## src/rtl/axi_read_arbiter_pkg.sv

```systemverilog
// Shared state, owner and AXI AR encodings for the I/D-cache read-channel arbiter.
package axi_read_arbiter_pkg;

    typedef enum logic [1:0] {
        ST_IDLE = 2'd0,
        ST_AR   = 2'd1,
        ST_R    = 2'd2
    } arb_state_e;

    typedef enum logic {
        OWN_INST = 1'b0,
        OWN_DATA = 1'b1
    } owner_e;

    localparam logic [3:0] INST_ID_DEF = 4'd0;
    localparam logic [3:0] DATA_ID_DEF = 4'd1;

    localparam logic [2:0] SIZE_4B     = 3'b010;
    localparam logic [1:0] BURST_FIXED = 2'b00;
    localparam logic [1:0] BURST_INCR  = 2'b01;

    // Single-beat (uncached) reads go out as FIXED, cache line fills as INCR.
    function automatic logic [1:0] burst_for_len(input logic [7:0] len);
        return (len != 8'h00) ? BURST_INCR : BURST_FIXED;
    endfunction

endpackage

```

## src/rtl/axi_read_arbiter_if.sv

```systemverilog
// Read-port bundles: one cache-side request/response port and the shared AXI AR/R master channel.
interface cache_rd_if;
    logic        arvalid;
    logic [31:0] araddr;
    logic [7:0]  arlen;
    logic        arready;
    logic [31:0] rdata;
    logic        rvalid;
    logic        rlast;

    modport master (
        output arvalid, araddr, arlen,
        input  arready, rdata, rvalid, rlast
    );

    modport slave (
        input  arvalid, araddr, arlen,
        output arready, rdata, rvalid, rlast
    );
endinterface

interface axi_rd_if;
    logic [3:0]  arid;
    logic [31:0] araddr;
    logic [7:0]  arlen;
    logic [2:0]  arsize;
    logic [1:0]  arburst;
    logic [1:0]  arlock;
    logic [3:0]  arcache;
    logic [2:0]  arprot;
    logic        arvalid;
    logic        arready;
    logic [3:0]  rid;
    logic [31:0] rdata;
    logic [1:0]  rresp;
    logic        rlast;
    logic        rvalid;
    logic        rready;

    modport master (
        output arid, araddr, arlen, arsize, arburst, arlock, arcache, arprot, arvalid, rready,
        input  arready, rid, rdata, rresp, rlast, rvalid
    );

    modport slave (
        input  arid, araddr, arlen, arsize, arburst, arlock, arcache, arprot, arvalid, rready,
        output arready, rid, rdata, rresp, rlast, rvalid
    );
endinterface

```

## src/rtl/axi_read_arbiter.sv

```systemverilog
// Round-robin arbiter sharing one AXI read channel between the I-cache and D-cache;
// the winner owns AR and R until the last beat of its burst.
module axi_read_arbiter
    import axi_read_arbiter_pkg::*;
#(
    parameter logic [3:0] INST_ID = INST_ID_DEF,
    parameter logic [3:0] DATA_ID = DATA_ID_DEF
) (
    input  logic      aclk,
    input  logic      aresetn,
    cache_rd_if.slave inst,
    cache_rd_if.slave data,
    axi_rd_if.master  axi,
    output logic      rlast_err
);

    arb_state_e  state_q, state_d;
    owner_e      owner_q, owner_d;
    owner_e      rr_q, rr_d;
    logic [31:0] araddr_q, araddr_d;
    logic [7:0]  arlen_q, arlen_d;
    logic [3:0]  arid_q, arid_d;
    logic [7:0]  beat_cnt_q, beat_cnt_d;
    logic        rlast_err_q, rlast_err_d;

    owner_e      grant;
    logic        ar_hs;
    logic        inst_own;
    logic        data_own;
    logic        unused_rresp;

    // rr_q names the requester that wins when both ask in the same IDLE cycle.
    always_comb begin
        grant = rr_q;
        if (inst.arvalid && !data.arvalid) begin
            grant = OWN_INST;
        end else if (data.arvalid && !inst.arvalid) begin
            grant = OWN_DATA;
        end
    end

    always_comb begin
        state_d     = state_q;
        owner_d     = owner_q;
        rr_d        = rr_q;
        araddr_d    = araddr_q;
        arlen_d     = arlen_q;
        arid_d      = arid_q;
        beat_cnt_d  = beat_cnt_q;
        rlast_err_d = rlast_err_q;

        case (state_q)
            ST_IDLE: begin
                if (inst.arvalid || data.arvalid) begin
                    owner_d    = grant;
                    araddr_d   = (grant == OWN_INST) ? inst.araddr : data.araddr;
                    arlen_d    = (grant == OWN_INST) ? inst.arlen  : data.arlen;
                    arid_d     = (grant == OWN_INST) ? INST_ID     : DATA_ID;
                    beat_cnt_d = 8'h00;
                    state_d    = ST_AR;
                end
            end
            ST_AR: begin
                if (axi.arready) begin
                    rr_d    = (owner_q == OWN_INST) ? OWN_DATA : OWN_INST;
                    state_d = ST_R;
                end
            end
            ST_R: begin
                if (axi.rvalid) begin
                    beat_cnt_d = beat_cnt_q + 8'd1;
                    // rlast must coincide exactly with beat number arlen_q; the burst still ends on rlast.
                    if (axi.rlast != (beat_cnt_q == arlen_q)) begin
                        rlast_err_d = 1'b1;
                    end
                    if (axi.rlast) begin
                        state_d = ST_IDLE;
                    end
                end
            end
            default: begin
                state_d = ST_IDLE;
            end
        endcase
    end

    always_ff @(posedge aclk or negedge aresetn) begin
        if (!aresetn) begin
            state_q     <= ST_IDLE;
            owner_q     <= OWN_INST;
            rr_q        <= OWN_DATA;
            araddr_q    <= 32'h0;
            arlen_q     <= 8'h00;
            arid_q      <= 4'h0;
            beat_cnt_q  <= 8'h00;
            rlast_err_q <= 1'b0;
        end else begin
            state_q     <= state_d;
            owner_q     <= owner_d;
            rr_q        <= rr_d;
            araddr_q    <= araddr_d;
            arlen_q     <= arlen_d;
            arid_q      <= arid_d;
            beat_cnt_q  <= beat_cnt_d;
            rlast_err_q <= rlast_err_d;
        end
    end

    assign ar_hs    = (state_q == ST_AR) && axi.arready;
    assign inst_own = (state_q == ST_R) && (owner_q == OWN_INST);
    assign data_own = (state_q == ST_R) && (owner_q == OWN_DATA);

    assign axi.arvalid = (state_q == ST_AR);
    assign axi.rready  = (state_q == ST_R);
    assign axi.arid    = arid_q;
    assign axi.araddr  = araddr_q;
    assign axi.arlen   = arlen_q;
    assign axi.arsize  = SIZE_4B;
    assign axi.arburst = burst_for_len(arlen_q);
    assign axi.arlock  = 2'b00;
    assign axi.arcache = 4'h0;
    assign axi.arprot  = 3'h0;

    assign inst.arready = ar_hs && (owner_q == OWN_INST);
    assign data.arready = ar_hs && (owner_q == OWN_DATA);

    // R routing is purely combinational; the non-owner and the IDLE/AR states see all zeros.
    assign inst.rvalid = inst_own && axi.rvalid && (axi.rid == arid_q);
    assign inst.rlast  = inst_own && axi.rlast;
    assign inst.rdata  = inst_own ? axi.rdata : 32'h0;
    assign data.rvalid = data_own && axi.rvalid && (axi.rid == arid_q);
    assign data.rlast  = data_own && axi.rlast;
    assign data.rdata  = data_own ? axi.rdata : 32'h0;

    assign rlast_err = rlast_err_q;

    assign unused_rresp = ^axi.rresp;

endmodule

```

## src/flat_wrapper.sv

```systemverilog
// flat-port wrapper written by rule: the top's interface ports become plain ports
module axi_read_arbiter_flat import axi_read_arbiter_pkg::*;
#(
    parameter logic [3:0] INST_ID = INST_ID_DEF,
    parameter logic [3:0] DATA_ID = DATA_ID_DEF
)
  (aclk, aresetn, rlast_err, inst_arvalid, inst_araddr, inst_arlen, inst_arready, inst_rdata, inst_rvalid, inst_rlast, data_arvalid, data_araddr, data_arlen, data_arready, data_rdata, data_rvalid, data_rlast, axi_arid, axi_araddr, axi_arlen, axi_arsize, axi_arburst, axi_arlock, axi_arcache, axi_arprot, axi_arvalid, axi_rready, axi_arready, axi_rid, axi_rdata, axi_rresp, axi_rlast, axi_rvalid);
  cache_rd_if inst_i ();
  cache_rd_if data_i ();
  axi_rd_if axi_i ();
  input  logic aclk;
  input  logic aresetn;
  output logic rlast_err;
  input wire logic [$bits(inst_i.arvalid)-1:0] inst_arvalid;
  input wire logic [$bits(inst_i.araddr)-1:0] inst_araddr;
  input wire logic [$bits(inst_i.arlen)-1:0] inst_arlen;
  output wire logic [$bits(inst_i.arready)-1:0] inst_arready;
  output wire logic [$bits(inst_i.rdata)-1:0] inst_rdata;
  output wire logic [$bits(inst_i.rvalid)-1:0] inst_rvalid;
  output wire logic [$bits(inst_i.rlast)-1:0] inst_rlast;
  input wire logic [$bits(data_i.arvalid)-1:0] data_arvalid;
  input wire logic [$bits(data_i.araddr)-1:0] data_araddr;
  input wire logic [$bits(data_i.arlen)-1:0] data_arlen;
  output wire logic [$bits(data_i.arready)-1:0] data_arready;
  output wire logic [$bits(data_i.rdata)-1:0] data_rdata;
  output wire logic [$bits(data_i.rvalid)-1:0] data_rvalid;
  output wire logic [$bits(data_i.rlast)-1:0] data_rlast;
  output wire logic [$bits(axi_i.arid)-1:0] axi_arid;
  output wire logic [$bits(axi_i.araddr)-1:0] axi_araddr;
  output wire logic [$bits(axi_i.arlen)-1:0] axi_arlen;
  output wire logic [$bits(axi_i.arsize)-1:0] axi_arsize;
  output wire logic [$bits(axi_i.arburst)-1:0] axi_arburst;
  output wire logic [$bits(axi_i.arlock)-1:0] axi_arlock;
  output wire logic [$bits(axi_i.arcache)-1:0] axi_arcache;
  output wire logic [$bits(axi_i.arprot)-1:0] axi_arprot;
  output wire logic [$bits(axi_i.arvalid)-1:0] axi_arvalid;
  output wire logic [$bits(axi_i.rready)-1:0] axi_rready;
  input wire logic [$bits(axi_i.arready)-1:0] axi_arready;
  input wire logic [$bits(axi_i.rid)-1:0] axi_rid;
  input wire logic [$bits(axi_i.rdata)-1:0] axi_rdata;
  input wire logic [$bits(axi_i.rresp)-1:0] axi_rresp;
  input wire logic [$bits(axi_i.rlast)-1:0] axi_rlast;
  input wire logic [$bits(axi_i.rvalid)-1:0] axi_rvalid;
  assign inst_i.arvalid = inst_arvalid;
  assign inst_i.araddr = inst_araddr;
  assign inst_i.arlen = inst_arlen;
  assign inst_arready = inst_i.arready;
  assign inst_rdata = inst_i.rdata;
  assign inst_rvalid = inst_i.rvalid;
  assign inst_rlast = inst_i.rlast;
  assign data_i.arvalid = data_arvalid;
  assign data_i.araddr = data_araddr;
  assign data_i.arlen = data_arlen;
  assign data_arready = data_i.arready;
  assign data_rdata = data_i.rdata;
  assign data_rvalid = data_i.rvalid;
  assign data_rlast = data_i.rlast;
  assign axi_arid = axi_i.arid;
  assign axi_araddr = axi_i.araddr;
  assign axi_arlen = axi_i.arlen;
  assign axi_arsize = axi_i.arsize;
  assign axi_arburst = axi_i.arburst;
  assign axi_arlock = axi_i.arlock;
  assign axi_arcache = axi_i.arcache;
  assign axi_arprot = axi_i.arprot;
  assign axi_arvalid = axi_i.arvalid;
  assign axi_rready = axi_i.rready;
  assign axi_i.arready = axi_arready;
  assign axi_i.rid = axi_rid;
  assign axi_i.rdata = axi_rdata;
  assign axi_i.rresp = axi_rresp;
  assign axi_i.rlast = axi_rlast;
  assign axi_i.rvalid = axi_rvalid;
  axi_read_arbiter #(.INST_ID(INST_ID), .DATA_ID(DATA_ID)) u_core (.aclk(aclk), .aresetn(aresetn), .inst(inst_i), .data(data_i), .axi(axi_i), .rlast_err(rlast_err));
endmodule
```

## config.mk

```make
export PLATFORM = sky130hd
export DESIGN_NAME = axi_read_arbiter_flat
export DESIGN_NICKNAME = d
export VERILOG_FILES = /design/src/rtl/axi_read_arbiter_pkg.sv /design/src/rtl/axi_read_arbiter_if.sv /design/src/rtl/axi_read_arbiter.sv /design/src/flat_wrapper.sv
export SDC_FILE = /design/constraint.sdc
export NUM_CORES = 1
export LEC_CHECK = 0
export ABC_AREA = 1
export BUFFER_PORTS_ARGS = -buffer_cell sky130_fd_sc_hd__buf_2
export CORE_AREA = 2 2 99 101
export CTS_BUF_LIST = sky130_fd_sc_hd__clkbuf_4 sky130_fd_sc_hd__clkbuf_8
export DETAILED_ROUTE_END_ITERATION = 8
export DIE_AREA = 0 0 101 103
export HOLD_SLACK_MARGIN = 0.06
export PLACE_DENSITY_LB_ADDON = 0.15
export SLEW_MARGIN = 10
export SYNTH_ARGS = -nofsm -noshare
export SYNTH_HDL_FRONTEND = slang
export SYNTH_SLANG_ARGS = --single-unit
```

## constraint.sdc

```tcl
create_clock -name aclk -period 2.57 [get_ports aclk]
set_input_delay 0.514 -clock aclk [delete_from_list [all_inputs] [get_ports aclk]]
set_output_delay 0.514 -clock aclk [all_outputs]
set_load 0.03 [all_outputs]
```

== Word level (Yosys, flattened, before mapping) ==
Cells that the tools add are included.

* Register bits: 57
* Input port bits: 125
* Output and inout port bits: 131
* Logic and storage cells: 60

* $add $sub $neg: 1
* Equality and inequality tests: 9
* Multiplexer cells: 17
* Bitwise operators: 1
* Reduce and logical (&&, ||, !) cells: 24

{| class="wikitable"
|+ Operators with widths
! kind !! count
|-
| $mux W32 || 3
|-
| $mux W8 || 3
|-
| $pmux W8 S2 || 1
|-
| $logic_and A1 B1 Y1 || 13
|-
| $add A8 B1 Y8 const B || 1
|-
| $eq A8 B8 Y1 || 1
|-
| $mux W2 || 4
|-
| $ne A2 B1 Y1 const B || 4
|-
| $reduce_bool A8 Y1 || 1
|-
| $pmux W2 S3 || 1
|-
| $reduce_and A3 Y1 || 2
|-
| $mux W1 || 5
|-
| $eq A4 B4 Y1 || 1
|-
| $reduce_and A2 Y1 || 2
|-
| $reduce_and A4 Y1 || 1
|-
| $eq A2 B1 Y1 const B || 1
|-
| $eq A2 B2 Y1 const B || 1
|-
| $logic_not A1 Y1 || 2
|-
| $logic_not A2 Y1 || 1
|-
| $reduce_bool A2 Y1 || 1
|-
| $logic_or A1 B1 Y1 || 1
|-
| $ne A1 B1 Y1 || 1
|-
| $not A1 Y1 || 1
|}

== Longest topological paths before layout ==
Gate-level depths: netlist of the first run.

* Depth in word-level cells: 5
* Mapped depth: 9

== Least setup slack after synthesis of the first run ==
No wires, ideal clock.

* Path kind: reg2out
* Start: reg u_core.state_q[0]
* End: out data_rvalid
* Arrival time: 1.593 ns
* Data required time: 2.056 ns
* Path slack: 0.463 ns
* Cell stages (with the launch flop): 4
* Buffers on the path: 0
* Path through: dfrtp_1 -> nor2_4 -> nand2_1 -> nor3_1

* Word-level cells in the longest chain between the ends: 4

{| class="wikitable"
|+ RTL lines
! element !! RTL line !! RTL
|-
| start, declared || axi_read_arbiter.sv:17 || <nowiki>arb_state_e state_q, state_d;</nowiki>
|-
| start signal, assigned || axi_read_arbiter.sv:98 || <nowiki>state_q <= state_d;</nowiki>
|-
| $eq A2 B2 Y1 || n/a ||
|-
| via axi_rready || flat_wrapper.sv:37 || <nowiki>output wire logic [$bits(axi_i.rready)-1:0] axi_rready;</nowiki>
|-
| $logic_and A1 B1 Y1 || axi_read_arbiter.sv:111 || <nowiki>assign data_own = (state_q == ST_R) && (owner_q == OWN_DATA);</nowiki>
|-
| $logic_and A1 B1 Y1 (2 in series) || axi_read_arbiter.sv:131 || <nowiki>assign data.rvalid = data_own && axi.rvalid && (axi.rid == arid_q);</nowiki>
|-
| end, declared || flat_wrapper.sv:26 || <nowiki>output wire logic [$bits(data_i.rvalid)-1:0] data_rvalid;</nowiki>
|}

The timed path passes the listed nets, and every way through them passes these cells.

== Worst setup path in the final report of the first run ==
* Start: reg u_core.state_q[1]
* End: out data_rvalid

* Word-level cells in the longest chain between the ends: 4

{| class="wikitable"
|+ RTL lines
! element !! RTL line
|-
| $eq A2 B2 Y1 || axi_read_arbiter.sv:111
|-
| $logic_and A1 B1 Y1 || axi_read_arbiter.sv:111
|-
| $logic_and A1 B1 Y1 (2 in series) || axi_read_arbiter.sv:131
|}

No other way between the ends.

==> impl.org, run 1 <==
** Detailed routing
- After detailed routing, the total wire length is 10.37 mm.
- The pre-antenna-repair detailed-routing pass consisted of 4 iterations.
- After detailed routing, the number of remaining DRC violations is 0.
- Detailed routing inserted a total of 3,684 vias.
- Dividing the detail-routed via count by the number of cells gives between 4 and 5.
- For this block, the initial DRC count from the detailed router was ~120.
- After detailed routing, the average wire length per cell comes to 12.89 um.
- In this run the remaining antenna-violating nets after routing total 0.

** Pwr
- Proportion of power drawn by flip-flops and latches :: 0.292
- Worst IR drop on VDD :: roughly 0.62 mV
- Of the total power, the clock network draws 0.098.
- Combinational power share :: 0.610
- The analysis attributes to cell leakage a power of around 2.6 nW.
- Dividing total power by cell area gives a power density of 1129 nW/um^2.
- Of the total power, the share spent switching nets is 0.5477.
- The internal portion of the total power is between 2 and 2.5 mW.
- Switching power total :: around 2.8 mW
- Total power after layout :: around 5.0 mW

** Floorplanning
- The floorplan step set the die height to between 100 and 150 um.
- In this run the core area contains 36 standard-cell rows.
- Floorplan Core Area :: 9459 um^2
- The die covers approximately 10,000 um^2.
- For this configuration, the core starts out at a cell density of 0.3364.
- Count of pins on the block boundary :: between 200 and 300
- Die width :: a little over 100 um

** Layout
- Compared with the post-synthesis result, the final layout area differs by 40.46%.
- Antenna diode count :: 0
- Share of cells above drive strength 1 :: 0.3768
- The finished layout holds around 800 standard cells, fillers aside.
- Design area :: 4469 um^2
- Nets :: between 800 and 900

** Clock network
- TritonCTS sink count :: between 50 and 60
- Worst-path clk slew :: roughly 0.10 ns
- In this run the post-CTS setup repair buffer count came out at 0.
- Buffers inserted to repair hold after CTS numbered 0.
- The later pin in the worst-skew pair is clocked with a latency of approximately 0.3 ns.
- H-tree levels :: 2
- Buffer depth of the longest clock path :: 2
- # resized after CTS :: 0
- Counting the buffers created by CTS gives 5.
- Clock Tree Root :: sky130_fd_sc_hd__clkbuf_8
- CTS tree :: yes

** Critical path
- In this run the worst path has a maximum fanout of 34.
- In this run the worst setup path terminates at data_rvalid.
- The number of cells on the worst reg-to-reg path is 6.
- Cell with the largest stage delay on the worst path :: sky130_fd_sc_hd__dfrtp_1
- Traced cell by cell, the critical path runs through inv_2, nor2_4, nand2_1, buf_4, nor3_1, buf_2.
- The worst setup path is captured at an output port.
- Required time at the endpoint of the critical path :: 2.06 ns
- The worst register-to-register path ends at u_core.axi.araddr[20].
- The worst setup path is of the register to output port kind.
- Worst setup startpoint :: u_core.state_q[1]
- Launching point of the worst reg2reg path :: u_core.rr_q
- STA classifies the critical path startpoint as a register.
- Data arrives at the worst endpoint at 1.70 ns.
- In this design, the stage delay of the slowest critical-path cell is 0.43 ns.
- For flop-to-flop paths, the worst setup slack is between 0.7 and 0.8 ns.

** Logic synthesis
- Syn Inst Count :: about 470
- In this run the cell area of the synthesized design comes to around 3200 um^2.
- Post-Syn Area per Cell :: approximately 7 um^2
- Share of synthesized area occupied by flip-flops and latches :: 0.4172
- Yosys printed 0 warnings.
- In this run, distinct cell masters in the synthesized netlist total 26.
- After synthesis the netlist holds a flip-flop and latch count of 53.

** Global route
- GR met2 Demand/Resource :: 0.3256
- Top Usage Layer GRT :: met2
- All-layer global routing usage :: 0.1863
- Global routing usage on met1 :: 0.2381
- For this run, global-route usage on met3 was measured as 0.03661.
- Entering global routing, the biggest net connects between 40 and 50 pins.
- Vias in the first global route :: 3,251
- The number of antenna violations at the first check in global routing came to 0.
- Global-route congestion overflow total :: 0
- The first global-routing pass estimated ~16 mm of wire.

** Placed design
- Routability congestion estimate :: roughly 0.83
- Area after DPL :: between 4000 and 5000 um^2
- After legalization and detailed placement, the total HPWL measured about 7.7 mm.
- Total of buffers placed on input and output ports :: approximately 240
- Placed instance count :: 796

** Run
- Across the run, the number of max-cap violations was 0.

** Outcome
- Result of the run :: finished clean

** Timing
- Dividing the final minimum period by the clock period gives 0.8608.
- For the final routed database, the setup TNS stands at 0 ns.
- On the final layout, the worst hold slack is between 0.2 and 0.25 ns.
- Slew headroom :: 0.4528
- Setup repair after global routing left no endpoint under its margin.
- Crit path time final :: around 2.2 ns
- The number of endpoints with negative hold slack in the final report is 0.
- Slew at the pin closest to its max-slew limit :: 0.8196 ns
- The total count of max-transition violations in the final report is 0.
- Setup violations remaining at the end of the flow were counted as 0.
- Derived from the worst setup path, the maximum achievable clock frequency is 0.4520 GHz.
- Clock skew after layout :: approximately 0.011 ns

** Min path
- HP Class :: input port to asynchronous set/reset pin
cell type report:
| type | instances | area (um^2) |
|---|---|---|
| fillers | 980 | 4990 |
| multi-input cells | 331 | 1460 |
| flip-flops and latches | 53 | 1328 |
| repair buffers | 242 | 1236 |
| inverters | 56 | 210.2 |
| well taps | 114 | 142.6 |
| clock buffers | 7 | 83.83 |
| clock inverters | 1 | 8.758 |
metrics by stage:
stage / worst slack, ns / util
after floorplan: 0.4626 / -
after global placement: 0.7132 / 0.4627
after detailed placement: 0.7045 / 0.4627
after CTS: 0.3536 / 0.4725
after global routing: 0.1801 / 0.4725
final: 0.3578 / 0.4725
metal layers:
metal / up-vias / wire, um
met1: 1688 / 4458
li1: 1864 / -
met4: 0 / 155
met5: - / 0
met2: 119 / 5164
met3: 13 / 589
worst min path at each step:
stage | startpoint | to | slack, ns | cells after the start
final | aresetn | u_core.axi.araddr[2] | 0.20 | 1
after global routing | aresetn | u_core.axi.araddr[2] | 0.22 | 1
after CTS | aresetn | u_core.axi.arlen[7] | 0.21 | 1
after detailed placement | u_core.rlast_err | u_core.rlast_err | 0.45 | 2
after global placement | u_core.rlast_err | u_core.rlast_err | 0.44 | 2
after floorplan | aresetn | u_core.axi.araddr[0] | 0.22 | 0
cells by family after synthesis:
group	synth area share
compound gates	0.1585
xor+xnor	0.01101
fa+ha+maj	0.003932
buf+inv	0.1427
flops	0.4172
other cells	0.002360
simple gates	0.2643
state kept, by name (all words and copies together), names as in the netlist:
name and count:
u_core.axi.araddr 32, u_core.axi.arlen 8, u_core.beat_cnt_q 8, u_core.state_q 2, u_core.axi.arid 1, u_core.rlast_err 1
u_core.rr_q 1
critical path: cells and delay by family (launching register included):
kind          cells  cell delay [ns]
simple gates      3             0.44
buf+inv           3             0.52
flops             1             0.43
Yosys cell counts:
library cell,n,area share
sky130_fd_sc_hd__clkbuf_1,9,0.011
sky130_fd_sc_hd__o22ai_1,5,0.0098
sky130_fd_sc_hd__nand3_1,5,0.0079
sky130_fd_sc_hd__dfstp_2,1,0.0083
sky130_fd_sc_hd__nor4_1,2,0.0039
sky130_fd_sc_hd__o21ai_0,9,0.014
sky130_fd_sc_hd__nor3_1,3,0.0047
sky130_fd_sc_hd__inv_2,3,0.0035
sky130_fd_sc_hd__nor2_1,119,0.14
sky130_fd_sc_hd__nor2_2,1,0.0020
sky130_fd_sc_hd__conb_1,2,0.0024
sky130_fd_sc_hd__ha_1,1,0.0039
sky130_fd_sc_hd__inv_1,53,0.063
sky130_fd_sc_hd__a21oi_1,74,0.12
sky130_fd_sc_hd__nor2_4,1,0.0035
sky130_fd_sc_hd__nand2_2,2,0.0039
sky130_fd_sc_hd__o21ai_4,1,0.0051
sky130_fd_sc_hd__xnor2_1,4,0.011
sky130_fd_sc_hd__o31ai_1,1,0.0024
sky130_fd_sc_hd__o21ai_1,5,0.0079
sky130_fd_sc_hd__buf_4,22,0.052
sky130_fd_sc_hd__o21ai_2,1,0.0028
sky130_fd_sc_hd__nand4_1,3,0.0059
sky130_fd_sc_hd__nand2_1,78,0.092
sky130_fd_sc_hd__dfrtp_1,52,0.41
sky130_fd_sc_hd__buf_2,9,0.014
cell usage in the layout, fill, tap and decap left out, types with 2 or more instances in the layout:
cell                       instances
sky130_fd_sc_hd__nor4_1            2
sky130_fd_sc_hd__nor3_1            3
sky130_fd_sc_hd__inv_2             3
sky130_fd_sc_hd__nand4_1           3
sky130_fd_sc_hd__nor2_1          119
sky130_fd_sc_hd__nand3_1           5
sky130_fd_sc_hd__o21ai_1           5
sky130_fd_sc_hd__dfrtp_1          52
sky130_fd_sc_hd__nand2_2           2
sky130_fd_sc_hd__a21oi_1          74
sky130_fd_sc_hd__o22ai_1           5
sky130_fd_sc_hd__conb_1           16
sky130_fd_sc_hd__o21ai_0           9
sky130_fd_sc_hd__o21ai_4           2
sky130_fd_sc_hd__clkbuf_8          5
sky130_fd_sc_hd__buf_2           237
sky130_fd_sc_hd__clkbuf_4          2
sky130_fd_sc_hd__nand2_1          78
sky130_fd_sc_hd__xnor2_1           4
sky130_fd_sc_hd__buf_4             4
sky130_fd_sc_hd__inv_1            53
power by group through the flow:
| stage | clock network, mW | logic, mW | registers (mW) |
|---|---|---|---|
| 3_3_place_gp | 0 | 3.08 | 1.47 |
| 2_1_floorplan | 0 | 1.63 | 2.08 |
| 3_5_place_dp | 0 | 3.11 | 1.48 |
| 6_report | 0.496 | 3.08 | 1.47 |
| 5_1_grt | 0.550 | 3.37 | 1.53 |
| 4_1_cts | 0.513 | 3.11 | 1.47 |
No activity file was read; power rests on OpenSTA's default activity.
==> run 2, diff against run 1 <==
PLACE_DENSITY = 0.72   (was unset)
PLACE_DENSITY_LB_ADDON = unset   (was 0.15)
==> impl.org, run 2 (synthesized netlist as in run 1, its figures left out) <==
** Detailed routing
- After detailed routing, the met2 layer carries ~5.2 mm of wire.
- Post-detailed-route wirelength per cell :: approximately 13 um
- Total via count after detailed routing :: 3,805
- The highest metal layer carrying signal wires in the routed design is met4.
- After detailed routing, the number of vias per cell comes to approximately 4.7.
- After detailed routing, the wire length on met1 is ~4.6 mm.
- The detailed router finished its first iteration with ~110 violations.
- The first TritonRoute pass finished after 4 iterations.
- Number of antenna-violating nets in the routed design :: 0
- Total DRC errors in the routed layout :: 0
- Wire length after detailed routing :: about 11 mm
- Met3 wirelength from detailed routing :: 642 um

** Clock network
- The clock passes through at most 2 buffers.
- CTS tree :: yes
- The tree built by TritonCTS fans out to 53 sinks.
- The later pin in the worst-skew pair is clocked with a latency of around 0.30 ns.
- Clock-pin slew was measured on the worst setup and hold paths at ~0.10 ns.
- Buffers added to address setup during post-CTS repair amount to 0.
- # resized after CTS :: 0
- CTS placed an instance of sky130_fd_sc_hd__clkbuf_8 at the clock tree root.
- Counting the buffers created by CTS gives 5.
- For this design, the CTS-stage hold fixing added 0 buffers.
- H-tree levels :: 2

** Global route
- The first global-routing pass estimated roughly 16 mm of wire.
- All-layer global routing usage :: 0.1893
- The number of antenna violations at the first check in global routing came to 0.
- Global-route congestion overflow total :: 0
- The via count of the first global-routing pass was 3,322.
- Entering global routing, the biggest net connects 54 pins.

** Critical path
- Worst setup startpoint :: u_core.state_q[0]
- Register-to-register setup slack :: about 0.8 ns
- STA classifies the critical path endpoint as an output port.
- Path type of the worst setup path :: register to output port
- Worst Reg2Reg Path Length in Cells :: 5
- Of all nets on the critical path, the largest fanout is 34.
- Walking the worst path, the cells encountered are nor2_4, nand2_1, buf_4, nor3_1, buf_2.
- Data arrival time at the worst-slack endpoint :: 1.76 ns
- The largest individual stage delay along the critical path comes from the cell sky130_fd_sc_hd__dfrtp_1.
- Launching point of the worst reg2reg path :: u_core.state_q[1]
- In this run the worst setup path terminates at inst_rvalid.
- STA classifies the critical path startpoint as a register.
- In this run the critical register-to-register path is captured at u_core.axi.arlen[0].
- On the worst path, the slowest cell contributes a delay of 0.44 ns.
- STA puts the critical path data required time at ~2.1 ns.

** Pwr
- Power spread over the standard cell area amounts to roughly 1100 nW/um^2.
- Of the total power, combinational logic draws 0.613.
- Internal power component :: 2.267 mW
- Of the total power, registers draw 0.293.
- Fraction of power consumed by the clock network :: 0.094
- Switching power total :: 2.771 mW
- For this design the static power due to leakage is approximately 2.6 nW.
- Of the total power, the share spent switching nets is 0.5501.
- The design draws ~5.0 mW.
- Across the VDD grid, the largest voltage drop is ~0.60 mV.

** Timing
- Final Max Tran Viols :: 0
- Clock skew on the completed layout was measured at about 0.0069 ns.
- Number of hold-slack violations in the final timing report :: 0
- Final setup violating endpoints :: 0
- Accumulated negative setup slack :: 0 ns
- RSZ-0062 raised after global routing :: no
- Crit path time final :: between 2 and 2.5 ns
- Headroom to the max-slew limit came out at 0.4550.
- Based on the critical path, the design can be clocked at up to approximately 0.44 GHz.
- Tcrit/Tclk final :: 0.8859
- At the pin with the least slew margin, the transition time is roughly 0.82 ns.

** Layout
- Util after Layout :: 0.4721
- Nets :: between 800 and 900
- Number of flip-flops under the largest register name :: 32
- Multi-input combinational cell area :: about 1500 um^2
- Top library cells by usage in the layout, fill and taps aside :: 237 x sky130_fd_sc_hd__buf_2, 119 x sky130_fd_sc_hd__nor2_1, 78 x sky130_fd_sc_hd__nand2_1, 74 x sky130_fd_sc_hd__a21oi_1, 53 x sky130_fd_sc_hd__inv_1
- From synthesis to final layout, the design area changed by 40.35%.
- Most frequent standard cell in the layout excluding fill and tap cells :: sky130_fd_sc_hd__buf_2
- Number of filler instances in the final layout :: 975
- Non-filler instance count after layout :: 805
- Of the cells placed in the final design, the portion with a size suffix greater than 1 is 0.3768.
- Register area :: 1328 um^2

** Outcome
- Result of the run :: finished clean

** Min path
- The tightest min-delay check is of the input port to asynchronous set/reset pin type.

** Placed design
- After detailed placement, the design holds a cell count of approximately 800.
- Routability congestion estimate :: around 0.85
- In this run the tool buffered the top-level ports with between 200 and 250 buffer cells.
- Detailed placement ended at an HPWL of 8.031 mm.

** Floorplanning
- Area of the die :: ~10,000 um^2
- In this run the core area contains 36 standard-cell rows.
- between 200 and 300 I/O pins were placed.
- Initial Utilization :: 0.3364
- Die width :: about 100 um
- Floorplan die height :: between 100 and 150 um
- The floorplan step defined a core boundary enclosing 9459 um^2.

** Run
- The tool flagged a number of max-cap violations equal to 0.
## run 2: changes by cell type in the layout (fill, tap and decap cells not counted)
cell	previous run	this run
sky130_fd_sc_hd__clkbuf_4	2	1
sky130_fd_sc_hd__clkinv_2	0	2
sky130_fd_sc_hd__diode_2	0	1
sky130_fd_sc_hd__clkinv_4	1	0
## run 2: area by class of cell
| type | instances | area share |
|---|---|---|
| clock buffer | 6 | 0.01709 |
| clock inverter | 2 | 0.002242 |
| tap | 114 | 0.03194 |
| sequential | 53 | 0.2973 |
| timing repair buffer | 242 | 0.2768 |
| inverter | 56 | 0.04707 |
| antenna | 1 | 0.0005604 |
| multi-input combinational | 331 | 0.3270 |
## run 2: per-stage QoR
stage,worst slack (ns),hold slack (ns),cell area [um^2]
floorplan,0.4626,0.2184,3234
global placement,0.5511,0.4426,4377
CTS,0.2729,0.1981,4463
detailed placement,0.5494,0.4462,4377
global route,0.1515,0.2054,4463
finish,0.2931,0.1778,4466
## run 2: power by group through the flow
stage / logic, mW / clock network, mW / registers, mW
2_1_floorplan: 1.63 / 0 / 2.08
3_3_place_gp: 3.05 / 0 / 1.48
3_5_place_dp: 3.11 / 0 / 1.48
4_1_cts: 3.11 / 0.496 / 1.47
5_1_grt: 3.38 / 0.530 / 1.52
6_report: 3.09 / 0.475 / 1.47
## run 2: how the worst min path moves through the flow
stage                           from                    to  slack [ns]
finish                       aresetn  u_core.axi.araddr[5]        0.18
floorplan                    aresetn  u_core.axi.araddr[0]        0.22
detailed placement  u_core.rlast_err      u_core.rlast_err        0.45
global placement    u_core.rlast_err      u_core.rlast_err        0.44
CTS                          aresetn  u_core.axi.araddr[0]        0.20
global route                 aresetn  u_core.axi.araddr[0]        0.21
## run 2: per-layer routing
| layer | GRT usage | vias to the layer above |
|---|---|---|
| li1 | - | 1857 |
| met1 | 0.2598 | 1802 |
| met2 | 0.3087 | 136 |
| met3 | 0.03458 | 10 |
| met4 | 0.05198 | 0 |
| met5 | 0 | - |
## run 2: critical path, delay by kind of cell, from the launching register on
| kind | cells | cell delay [ns] |
|---|---|---|
| buf+inv | 2 | 0.48 |
| simple gates | 3 | 0.55 |
| flops | 1 | 0.44 |
